$ cat config.mk
export PLATFORM = sky130hd
export DESIGN_NAME = i2c_target
export DESIGN_NICKNAME = d
export VERILOG_FILES = /design/src/rtl/i2c_target.sv
export SDC_FILE = /design/constraint.sdc
export NUM_CORES = 1
export LEC_CHECK = 0
export CAP_MARGIN = 30
export CORE_ASPECT_RATIO = 0.6
export CORE_MARGIN = 5
export CORE_UTILIZATION = 40
export DETAILED_ROUTE_END_ITERATION = 8
export HOLD_SLACK_MARGIN = 0.02
export PLACE_DENSITY_LB_ADDON = 0.3
export SETUP_SLACK_MARGIN = 0.02
export SYNTH_ARGS = -nofsm -noshare
export SYNTH_HDL_FRONTEND = slang
export SYNTH_SLANG_ARGS = --single-unit
export TNS_END_PERCENT = 20
$ cat constraint.sdc
create_clock -name clk -period 1.9 [get_ports clk]
set_input_delay 0.285 -clock clk [delete_from_list [all_inputs] [get_ports clk]]
set_output_delay 0.285 -clock clk [all_outputs]
set_load 0.02 [all_outputs]
$ cat src/rtl/i2c_target.sv
// I2C target engine: oversampled SCL/SDA, fixed 7-bit address, byte-level
// receive strobe and transmit request/acknowledge with SCL stretching.
module i2c_target #(
  parameter logic [6:0] ADDR        = 7'h50,
  parameter int         SYNC_STAGES = 2,
  parameter int         PER_HD_DATA = 3,
  parameter int         PER_LD_SIZE = 4
) (
  input  logic       clk,
  input  logic       rst,
  input  logic       scl,
  input  logic       sda,
  output logic       scl_out,
  output logic       sda_out,
  output logic [7:0] rx_dat,
  output logic       rx_vld,
  output logic       rx_first,
  input  logic       ack_en,
  input  logic [7:0] tx_dat,
  output logic       tx_req,
  input  logic       tx_ack,
  output logic       busy,
  output logic       stop_det
);

  typedef enum logic [2:0] {
    ST_IDLE, ST_ADDR, ST_AACK, ST_WR, ST_WACK, ST_TXW, ST_RD, ST_RACK
  } state_t;

  localparam logic [PER_LD_SIZE-1:0] HD  = PER_LD_SIZE'(PER_HD_DATA);
  localparam logic [PER_LD_SIZE-1:0] ONE = PER_LD_SIZE'(1);

  // Bus sampling
  logic [SYNC_STAGES-1:0] scl_sync, sda_sync;
  logic s_scl, s_sda, p_scl, p_sda;
  logic start, stop, rise, fall;

  assign s_scl = scl_sync[SYNC_STAGES-1];
  assign s_sda = sda_sync[SYNC_STAGES-1];
  assign start = s_scl & p_sda & ~s_sda;
  assign stop  = s_scl & ~p_sda & s_sda;
  assign rise  = ~p_scl & s_scl;
  assign fall  = p_scl & ~s_scl;

  always_ff @(posedge clk or posedge rst) begin
    if (rst) begin
      scl_sync <= '1;
      sda_sync <= '1;
      p_scl    <= 1'b1;
      p_sda    <= 1'b1;
    end else begin
      scl_sync <= {scl_sync[SYNC_STAGES-2:0], scl};
      sda_sync <= {sda_sync[SYNC_STAGES-2:0], sda};
      p_scl    <= s_scl;
      p_sda    <= s_sda;
    end
  end

  // Engine state
  state_t                 state, state_d;
  logic [2:0]             bit_cnt, bit_cnt_d;
  logic [6:0]             shreg, shreg_d;
  logic                   rw, rw_d;
  logic                   first_arm, first_arm_d;
  logic                   acked, acked_d;
  logic                   ack_bit, ack_bit_d;
  logic [7:0]             tx_byte, tx_byte_d;
  logic                   tx_loaded, tx_loaded_d;
  logic [PER_LD_SIZE-1:0] hd_cnt, hd_cnt_d;
  logic                   hd_act, hd_act_d;
  logic                   sda_pend, sda_pend_d;
  logic                   sda_out_d, scl_out_d, tx_req_d, busy_d;
  logic                   rx_vld_d, rx_first_d, stop_det_d;
  logic [7:0]             rx_dat_d;
  logic                   sched, sched_val;

  // Transmit handshake: tx_req is a level held while SCL is stretched; a
  // tx_ack pulse seen while tx_req=1 transfers tx_dat, any other tx_ack is ignored.
  always_comb begin
    state_d     = state;
    bit_cnt_d   = bit_cnt;
    shreg_d     = shreg;
    rw_d        = rw;
    first_arm_d = first_arm;
    acked_d     = acked;
    ack_bit_d   = ack_bit;
    tx_byte_d   = tx_byte;
    tx_loaded_d = tx_loaded;
    hd_cnt_d    = hd_cnt;
    hd_act_d    = hd_act;
    sda_pend_d  = sda_pend;
    sda_out_d   = sda_out;
    scl_out_d   = scl_out;
    tx_req_d    = tx_req;
    busy_d      = busy;
    rx_dat_d    = rx_dat;
    rx_vld_d    = 1'b0;
    rx_first_d  = 1'b0;
    stop_det_d  = 1'b0;
    sched       = 1'b0;
    sched_val   = 1'b1;

    // A scheduled SDA level lands after the hold time, and only with SCL low.
    if (hd_act && !s_scl) begin
      if (hd_cnt <= ONE) begin
        sda_out_d = sda_pend;
        hd_act_d  = 1'b0;
      end else begin
        hd_cnt_d = hd_cnt - ONE;
      end
    end

    case (state)
      ST_IDLE: ;
      ST_ADDR: begin
        if (rise) begin
          shreg_d   = {shreg[5:0], s_sda};
          bit_cnt_d = bit_cnt - 3'd1;
          if (bit_cnt == 3'd0) begin
            rw_d = s_sda;
            if (shreg == ADDR) begin
              state_d   = ST_AACK;
              ack_bit_d = 1'b0;
            end else begin
              state_d = ST_IDLE;
            end
          end
        end
      end
      ST_AACK: begin
        if (fall) begin
          sched = 1'b1;
          if (!ack_bit) begin
            sched_val = 1'b0;
            busy_d    = 1'b1;
            ack_bit_d = 1'b1;
          end else if (rw) begin
            state_d     = ST_TXW;
            scl_out_d   = 1'b0;
            tx_req_d    = 1'b1;
            tx_loaded_d = 1'b0;
          end else begin
            state_d     = ST_WR;
            bit_cnt_d   = 3'd7;
            first_arm_d = 1'b1;
          end
        end
      end
      ST_WR: begin
        if (rise) begin
          shreg_d   = {shreg[5:0], s_sda};
          bit_cnt_d = bit_cnt - 3'd1;
          if (bit_cnt == 3'd0) begin
            rx_vld_d    = 1'b1;
            rx_dat_d    = {shreg, s_sda};
            rx_first_d  = first_arm;
            first_arm_d = 1'b0;
            state_d     = ST_WACK;
            ack_bit_d   = 1'b0;
          end
        end
      end
      ST_WACK: begin
        if (fall) begin
          if (!ack_bit) begin
            ack_bit_d = 1'b1;
            acked_d   = ack_en;
            if (ack_en) begin
              sched     = 1'b1;
              sched_val = 1'b0;
            end
          end else begin
            sched = 1'b1;
            if (acked) begin
              state_d   = ST_WR;
              bit_cnt_d = 3'd7;
            end else begin
              state_d = ST_IDLE;
            end
          end
        end
      end
      ST_TXW: begin
        if (tx_ack && tx_req) begin
          tx_byte_d   = tx_dat;
          tx_req_d    = 1'b0;
          sched       = 1'b1;
          sched_val   = tx_dat[7];
          tx_loaded_d = 1'b1;
        end else if (tx_loaded && !hd_act) begin
          // MSB is already on sda_out, so SCL is let go one cycle after it settles.
          scl_out_d   = 1'b1;
          tx_loaded_d = 1'b0;
          state_d     = ST_RD;
          bit_cnt_d   = 3'd7;
        end
      end
      ST_RD: begin
        if (fall) begin
          sched = 1'b1;
          if (bit_cnt == 3'd0) begin
            state_d   = ST_RACK;
            ack_bit_d = 1'b0;
          end else begin
            sched_val = tx_byte[bit_cnt - 3'd1];
            bit_cnt_d = bit_cnt - 3'd1;
          end
        end
      end
      ST_RACK: begin
        if (rise) begin
          if (s_sda) state_d = ST_IDLE;
          else       ack_bit_d = 1'b1;
        end else if (fall && ack_bit) begin
          state_d     = ST_TXW;
          scl_out_d   = 1'b0;
          tx_req_d    = 1'b1;
          tx_loaded_d = 1'b0;
        end
      end
      default: state_d = ST_IDLE;
    endcase

    if (sched) begin
      hd_act_d   = 1'b1;
      hd_cnt_d   = HD;
      sda_pend_d = sched_val;
    end

    // START/STOP win over everything and release both lines at once.
    if (start) begin
      state_d     = ST_ADDR;
      bit_cnt_d   = 3'd7;
      sda_out_d   = 1'b1;
      scl_out_d   = 1'b1;
      tx_req_d    = 1'b0;
      tx_loaded_d = 1'b0;
      hd_act_d    = 1'b0;
      busy_d      = 1'b0;
    end else if (stop) begin
      state_d     = ST_IDLE;
      sda_out_d   = 1'b1;
      scl_out_d   = 1'b1;
      tx_req_d    = 1'b0;
      tx_loaded_d = 1'b0;
      hd_act_d    = 1'b0;
      stop_det_d  = busy;
      busy_d      = 1'b0;
    end
  end

  always_ff @(posedge clk or posedge rst) begin
    if (rst) begin
      state     <= ST_IDLE;
      bit_cnt   <= 3'd7;
      shreg     <= '0;
      rw        <= 1'b0;
      first_arm <= 1'b0;
      acked     <= 1'b0;
      ack_bit   <= 1'b0;
      tx_byte   <= '0;
      tx_loaded <= 1'b0;
      hd_cnt    <= '0;
      hd_act    <= 1'b0;
      sda_pend  <= 1'b1;
      sda_out   <= 1'b1;
      scl_out   <= 1'b1;
      tx_req    <= 1'b0;
      busy      <= 1'b0;
      rx_dat    <= '0;
      rx_vld    <= 1'b0;
      rx_first  <= 1'b0;
      stop_det  <= 1'b0;
    end else begin
      state     <= state_d;
      bit_cnt   <= bit_cnt_d;
      shreg     <= shreg_d;
      rw        <= rw_d;
      first_arm <= first_arm_d;
      acked     <= acked_d;
      ack_bit   <= ack_bit_d;
      tx_byte   <= tx_byte_d;
      tx_loaded <= tx_loaded_d;
      hd_cnt    <= hd_cnt_d;
      hd_act    <= hd_act_d;
      sda_pend  <= sda_pend_d;
      sda_out   <= sda_out_d;
      scl_out   <= scl_out_d;
      tx_req    <= tx_req_d;
      busy      <= busy_d;
      rx_dat    <= rx_dat_d;
      rx_vld    <= rx_vld_d;
      rx_first  <= rx_first_d;
      stop_det  <= stop_det_d;
    end
  end

endmodule

==> results of run 1 <==
==> power groups by stage <==
| stage | logic (mW) | clock network, mW | registers, mW |
|---|---|---|---|
| 2_1_floorplan | 0.556 | 0 | 1.40 |
| 3_3_place_gp | 0.814 | 0 | 1.46 |
| 3_5_place_dp | 0.841 | 0 | 1.46 |
| 4_1_cts | 0.878 | 0.960 | 1.44 |
| 5_1_grt | 1.05 | 1.00 | 1.47 |
| 6_report | 0.955 | 0.939 | 1.46 |
==> cells in the final DEF (no fill, tap or decap), drive strengths merged, types with 3 or more instances in the layout <==
cell type	instances
a21oi	16
buf	40
clkbuf	5
clkdlybuf4s50	28
dfrtp	41
dfstp	12
ha	4
inv	13
mux2	25
mux2i	3
nand2	19
nand2b	7
nand3	7
nand3b	4
nor2	24
nor2b	3
nor3	4
o211ai	4
o21ai	9
o22ai	3
o31ai	3
xnor2	4
==> per-layer routing <==
| metal | track usage [%] | vias up | wire length, um |
|---|---|---|---|
| met3 | 4.94 | 9 | 599 |
| met2 | 22.2 | 80 | 2690 |
| met1 | 26.1 | 1098 | 3450 |
| met5 | 0 | - | 0 |
| li1 | - | 1033 | - |
| met4 | 4.12 | 0 | 59 |
==> registers in the layout, indices dropped and copies added (netlist names), 2 cells and up <==
name      flops
hd_cnt        4
state         3
rx_dat        8
scl_sync      2
bit_cnt       3
shreg         7
sda_sync      2
tx_byte       8
==> cell type report <==
class	instances	area, sq um	area share, %
well taps	87	109	3.03
repair buffers	68	609	16.9
clock inverters	3	25.0	0.696
clock buffers	5	125	3.48
inverters	11	41.3	1.15
multi-input cells	176	1340	37.3
flip-flops and latches	53	1340	37.4
==> cell families after synthesis <==
logic type / synth area share (%)
simple gates: 15.8
compound gates: 14.1
flops: 49.4
mux: 13.1
buf+inv: 3.73
xor+xnor: 1.61
fa+ha+maj: 2.21
==> critical path, delay by kind of cell, from the launching register on <==
kind	cells	cell delay (ns)
AOI/OAI and AO/OA	2	0.26
adders and majority gates	1	0.27
buffers and inverters	1	0.05
DFF	1	0.55
muxes	2	0.64
==> timing repair <==
action | in CTS | in global routing
gates resized for setup | 5 | 11
endpoints found under the hold margin | 0 | 0
endpoints found under the setup margin | 4 | 16
pin swaps | 2 | 9
setup buffers | 0 | 3
==> path summary, 6_finish.rpt <==
| kind | end | startpoint | cells past startpoint | slack, ns |
|---|---|---|---|---|
| setup / recovery | sda_pend | bit_cnt[1] | 6 | 0.03 |
| hold / removal | rx_dat[2] | rst | 3 | 0.34 |
| setup reg to reg | sda_pend | bit_cnt[1] | 6 | 0.03 |
| hold reg to reg | scl_sync[1] | scl_sync[0] | 0 | 0.36 |
| max in group asynchronous | scl_out | rst | 3 | 1.24 |
| min in group clk | scl_sync[1] | scl_sync[0] | 0 | 0.36 |
==> reports/metrics.cfg, run 1 <==
[run_status]
status = finished, final reports clean

[timing]
fin_crit_ns = 1.87
setup-tns-final_ns = 0
finalMaxSlewViolations = 0
fin_worst_skew_ns = 0.00394
rsz0062_at_grt = yes
hold_viol = 0
fmax_mhz = 535
fin_crit_sh_pct = 98.4
fin_ws_ns = 0.0298
worstMarginPinSlew_ns = 0.459
slew_headroom_pct = 69.0
whs_ns = 0.335
setup_viol = 0

[detailed_routing]
drt_iter0_markers = 162
drt-vias-per-instance = 5.51
first_pass_iters = 4
drtAntennaViolNets = 0
routed_wl_mm = 6.81
vias = 2220
wl_per_cell_um = 16.9
drcViolationCount = 0

[die]
die_h_um = 73.8
io_pins = 29
fp-row-count = 23
die_area_sq_mm = 0.00859
initial_utilization_pct = 40.9
core_area_sq_mm = 0.00665
die_w_um = 116

[placed_design]
place.gp.congestion = 0.893
portBuffers = 28
dpl_cell_area_sq_mm = 0.00335
post-place-ws_ns = -0.0449
placed_cells = 392
dp_hpwl_mm = 5.04

[worst_setup_path]
worstPathRequired_ns = 2.11
cp_slowest_cell = dfstp_2
critPathArrivalTime_ns = 2.08
start_kind = register
critPathCaptureType = register
setup.worst_path.class = register to register
path_cells = inv_2 -> ha_4 -> mux4_2 -> mux2i_1 -> a21o_1 -> a41oi_2
crit_path_max_fanout = 2
cpPeakStageDelay_ns = 0.55

[power]
pwr-share-comb_pct = 28.5
p_sw_share_pct = 32.2
pwr_density_cell_mw_per_mm2 = 932
ir_worst_vdd_uv = 533
clockPowerShare_pct = 28.0
leakagePower_nw = 1.56
power_mw = 3.35
p_switching_mw = 1.08
seq_power_share_pct = 43.5
internal_power_mw = 2.27

[flow_run]
maxCapViolations = 0

[clocking]
cts_hold_buf = 0
cts_root_buf = clkbuf_16
cts_buffers = 5
cts_tree = yes
path_clk_slew_ns = 0.07
clock-sinks = 53
cts_buffer_depth = 2
clk_latency_ns = 0.30
htreeDepth = 2

[logic_synthesis]
ys_seq_area_share_pct = 49.4
yosys-top-cells-count = 41 x dfrtp_1, 25 x mux2_2, 23 x nor2_1, 19 x nand2_1, 16 x a21oi_1
synth_area_leader_cell = dfrtp_1
synth_area_sq_mm = 0.00272
ys_seq_elements = 53
ys_warn_count = 0
syn_area_per_cell_sq_um = 10.8
synth_top_area_share_pct = 37.8
synth_flop_cell = dfrtp_1
syn_inst = 251
yosysUniqueCellTypes = 57
syn-num-nets = 269
synthArstFlopShare_pct = 100
yosysMostFrequentCell = dfrtp_1
synth-edff-count = 0
synthTopCellsByArea = dfrtp_1 38%, dfstp_2 12%, mux2_2 10%

[global_routing]
grt_pass1_vias = 2182
grt_pass1_wl_mm = 11.1
grt_usage_pct = 16.7
grt_max_degree = 54
overflow = 0
antenna_found_initial = 0

[final_layout]
fillCellCount = 598
area_growth_pct = 32.4
final_area_sq_mm = 0.00360
antenna_cells = 0
final_layout_size_suffix_gt1_share_pct = 35.1
final_cells = 403
postLayoutCoreUtil_pct = 54.1
finalNetCount = 333

[min_path]
hold_path_class = primary input to asynchronous set/reset pin

Power figures use the tool's default switching activity.
==> run 2: changes to the inputs <==
- CORE_MARGIN: 5 -> 2
- PLACE_DENSITY_LB_ADDON: 0.3 -> 0.05
==> run 2 against run 1 <==
Net effect:
- power shrank 4.5%
- combinational power decreased by 14%
- via count fell by 4.5%
- cell area decreased by 0.38%
- die area is 13% lower
- hold slack worse by 0.011 ns
- sequential cell count did not move
- sequential share of layout area rose by 0.14 points
- wire length decreased by 4.1%
- clock power about the same
- highest routed layer unchanged
==> reports/metrics.cfg, run 2 (synthesis results as in run 1) <==
[power]
clockPowerShare_pct = 29.3
internal_power_mw = 2.21
pwr-share-comb_pct = 25.6
leakagePower_nw = 1.56
ir_worst_vdd_uv = 396
pwr_density_cell_mw_per_mm2 = 893
p_sw_share_pct = 31.0
seq_power_share_pct = 45.1
p_switching_mw = 0.991

[worst_setup_path]
critPathArrivalTime_ns = 2.02
critPathCaptureType = register
cp_slowest_cell = dfstp_2
start_kind = register
worstPathRequired_ns = 2.11
crit_family = multiplexers
crit_path_max_fanout = 2
crit_buf_inv = 1
cpPeakStageDelay_ns = 0.54
setup.worst_path.class = register to register
path_cells = inv_2 -> ha_4 -> mux4_2 -> mux2i_1 -> a21o_1 -> a41oi_1

[die]
die_w_um = 110
die_h_um = 67.8
io_pins = 29
core_area_sq_mm = 0.00662
initial_utilization_pct = 41.0
die_area_sq_mm = 0.00749
fp-row-count = 23

[global_routing]
antenna_found_initial = 0
overflow = 0
grt_pass1_vias = 2061
grt_max_degree = 20
grt_usage_pct = 19.3
grt_pass1_wl_mm = 10.7

[clocking]
clk_latency_ns = 0.29
clock-sinks = 53
path_clk_slew_ns = 0.07
htreeDepth = 2
cts_tree = yes
cts_buffer_depth = 2
cts_root_buf = clkbuf_16
cts_buffers = 5

[detailed_routing]
drt_iter0_markers = 181
drtAntennaViolNets = 0
wl_per_cell_um = 16.4
routed_wl_mm = 6.53
drcViolationCount = 0
vias = 2120
drt-vias-per-instance = 5.31
first_pass_iters = 4

[final_layout]
biggestRegsByFlops = rx_dat: 8 flops, tx_byte: 8 flops, shreg: 7 flops
fillCellCount = 599
area_growth_pct = 31.9
final_layout_size_suffix_gt1_share_pct = 33.7
finalNetCount = 329
layout_common_cells = 39 x dfrtp_1, 30 x buf_4, 28 x clkdlybuf4s50_1
antenna_cells = 0
postLayoutCoreUtil_pct = 54.1
final_cells = 399
mostFrequentLayoutCell = dfrtp_1

[placed_design]
dp_hpwl_mm = 4.82
placed_cells = 389
place.gp.congestion = 0.857
portBuffers = 28

[timing]
worstMarginPinSlew_ns = 0.484
rsz0062_at_grt = yes
finalMaxSlewViolations = 0
fin_worst_skew_ns = 0.00450
fmax_mhz = 553
slew_headroom_pct = 67.7
fin_crit_ns = 1.81
setup-tns-final_ns = 0
hold_viol = 0
setup_viol = 0
fin_crit_sh_pct = 95.2

[min_path]
hold_path_class = primary input to asynchronous set/reset pin

[run_status]
status = finished, final reports clean

[flow_run]
maxCapViolations = 0

run 2: through the flow:
step | hold WS (ns) | area, sq um | power [mW] | setup WS, ns
2_1_floorplan | 0.289 | 2720 | 1.95 | 0.0461
3_3_place_gp | 0.346 | 3340 | 2.22 | -0.0890
3_5_place_dp | 0.351 | 3340 | 2.23 | -0.156
4_1_cts | 0.332 | 3500 | 3.20 | 0.00860
5_1_grt | 0.358 | 3580 | 3.39 | -0.00303
6_report | 0.325 | 3580 | 3.20 | 0.0903
run 2: area by class of cell:
cell class | count | area (sq um) | area share, %
sequential | 53 | 1340 | 37.5
multi-input combinational | 176 | 1330 | 37.1
inverter | 11 | 41.3 | 1.15
clock inverter | 1 | 7.51 | 0.210
timing repair buffer | 64 | 608 | 17.0
tap | 87 | 109 | 3.04
clock buffer | 7 | 143 | 3.98
run 2: worst register-to-register path, cell delays in order (launching register included):
cell and delay, ns:
dfstp_2 0.54, inv_2 0.05, ha_4 0.27, mux4_2 0.48, mux2i_1 0.15, a21o_1 0.14, a41oi_1 0.10
run 2: worst paths after layout:
check / start / end / slack, ns / cells after the start
setup reg to reg: bit_cnt[0] / sda_pend / 0.09 / 6
max in group asynchronous: rst / sda_out / 1.03 / 3
setup / recovery: bit_cnt[0] / sda_pend / 0.09 / 6
min in group clk: scl_sync[0] / scl_sync[1] / 0.36 / 0
hold / removal: rst / shreg[6] / 0.32 / 2
hold reg to reg: scl_sync[0] / scl_sync[1] / 0.36 / 0
run 2: power by group through the flow:
stage | Combinational (mW) | Sequential [mW] | Clock, mW
2_1_floorplan | 0.556 | 1.40 | 0
3_3_place_gp | 0.761 | 1.46 | 0
3_5_place_dp | 0.771 | 1.45 | 0
4_1_cts | 0.793 | 1.44 | 0.967
6_report | 0.820 | 1.44 | 0.937
5_1_grt | 0.921 | 1.47 | 1.00
run 2: what timing repair did:
| action | 4_1_cts | 5_1_grt |
|---|---|---|
| gates cloned | 0 | 0 |
| pin swaps | 0 | 4 |
| hold buffers | 0 | 0 |
| resized for setup | 1 | 15 |
| endpoints found under the setup margin | 2 | 10 |
| setup buffers | 0 | 2 |
| endpoints found under the hold margin | 0 | 0 |
run 2: metal layers:
metal / up-vias / track usage [%] / part of all wire, %
li1: 1033 / - / -
met1: 1022 / 29.9 / 53
met2: 60 / 27.3 / 41
met3: 5 / 3.71 / 5.8
met4: 0 / 5.00 / 0.83
met5: - / 0 / 0
==> run 3: changes to the inputs <==
- CTS_CLUSTER_DIAMETER: default -> 40
==> results of run 3 <==
Same layout as run 2: the final DEF is identical, and so are final timing and power.
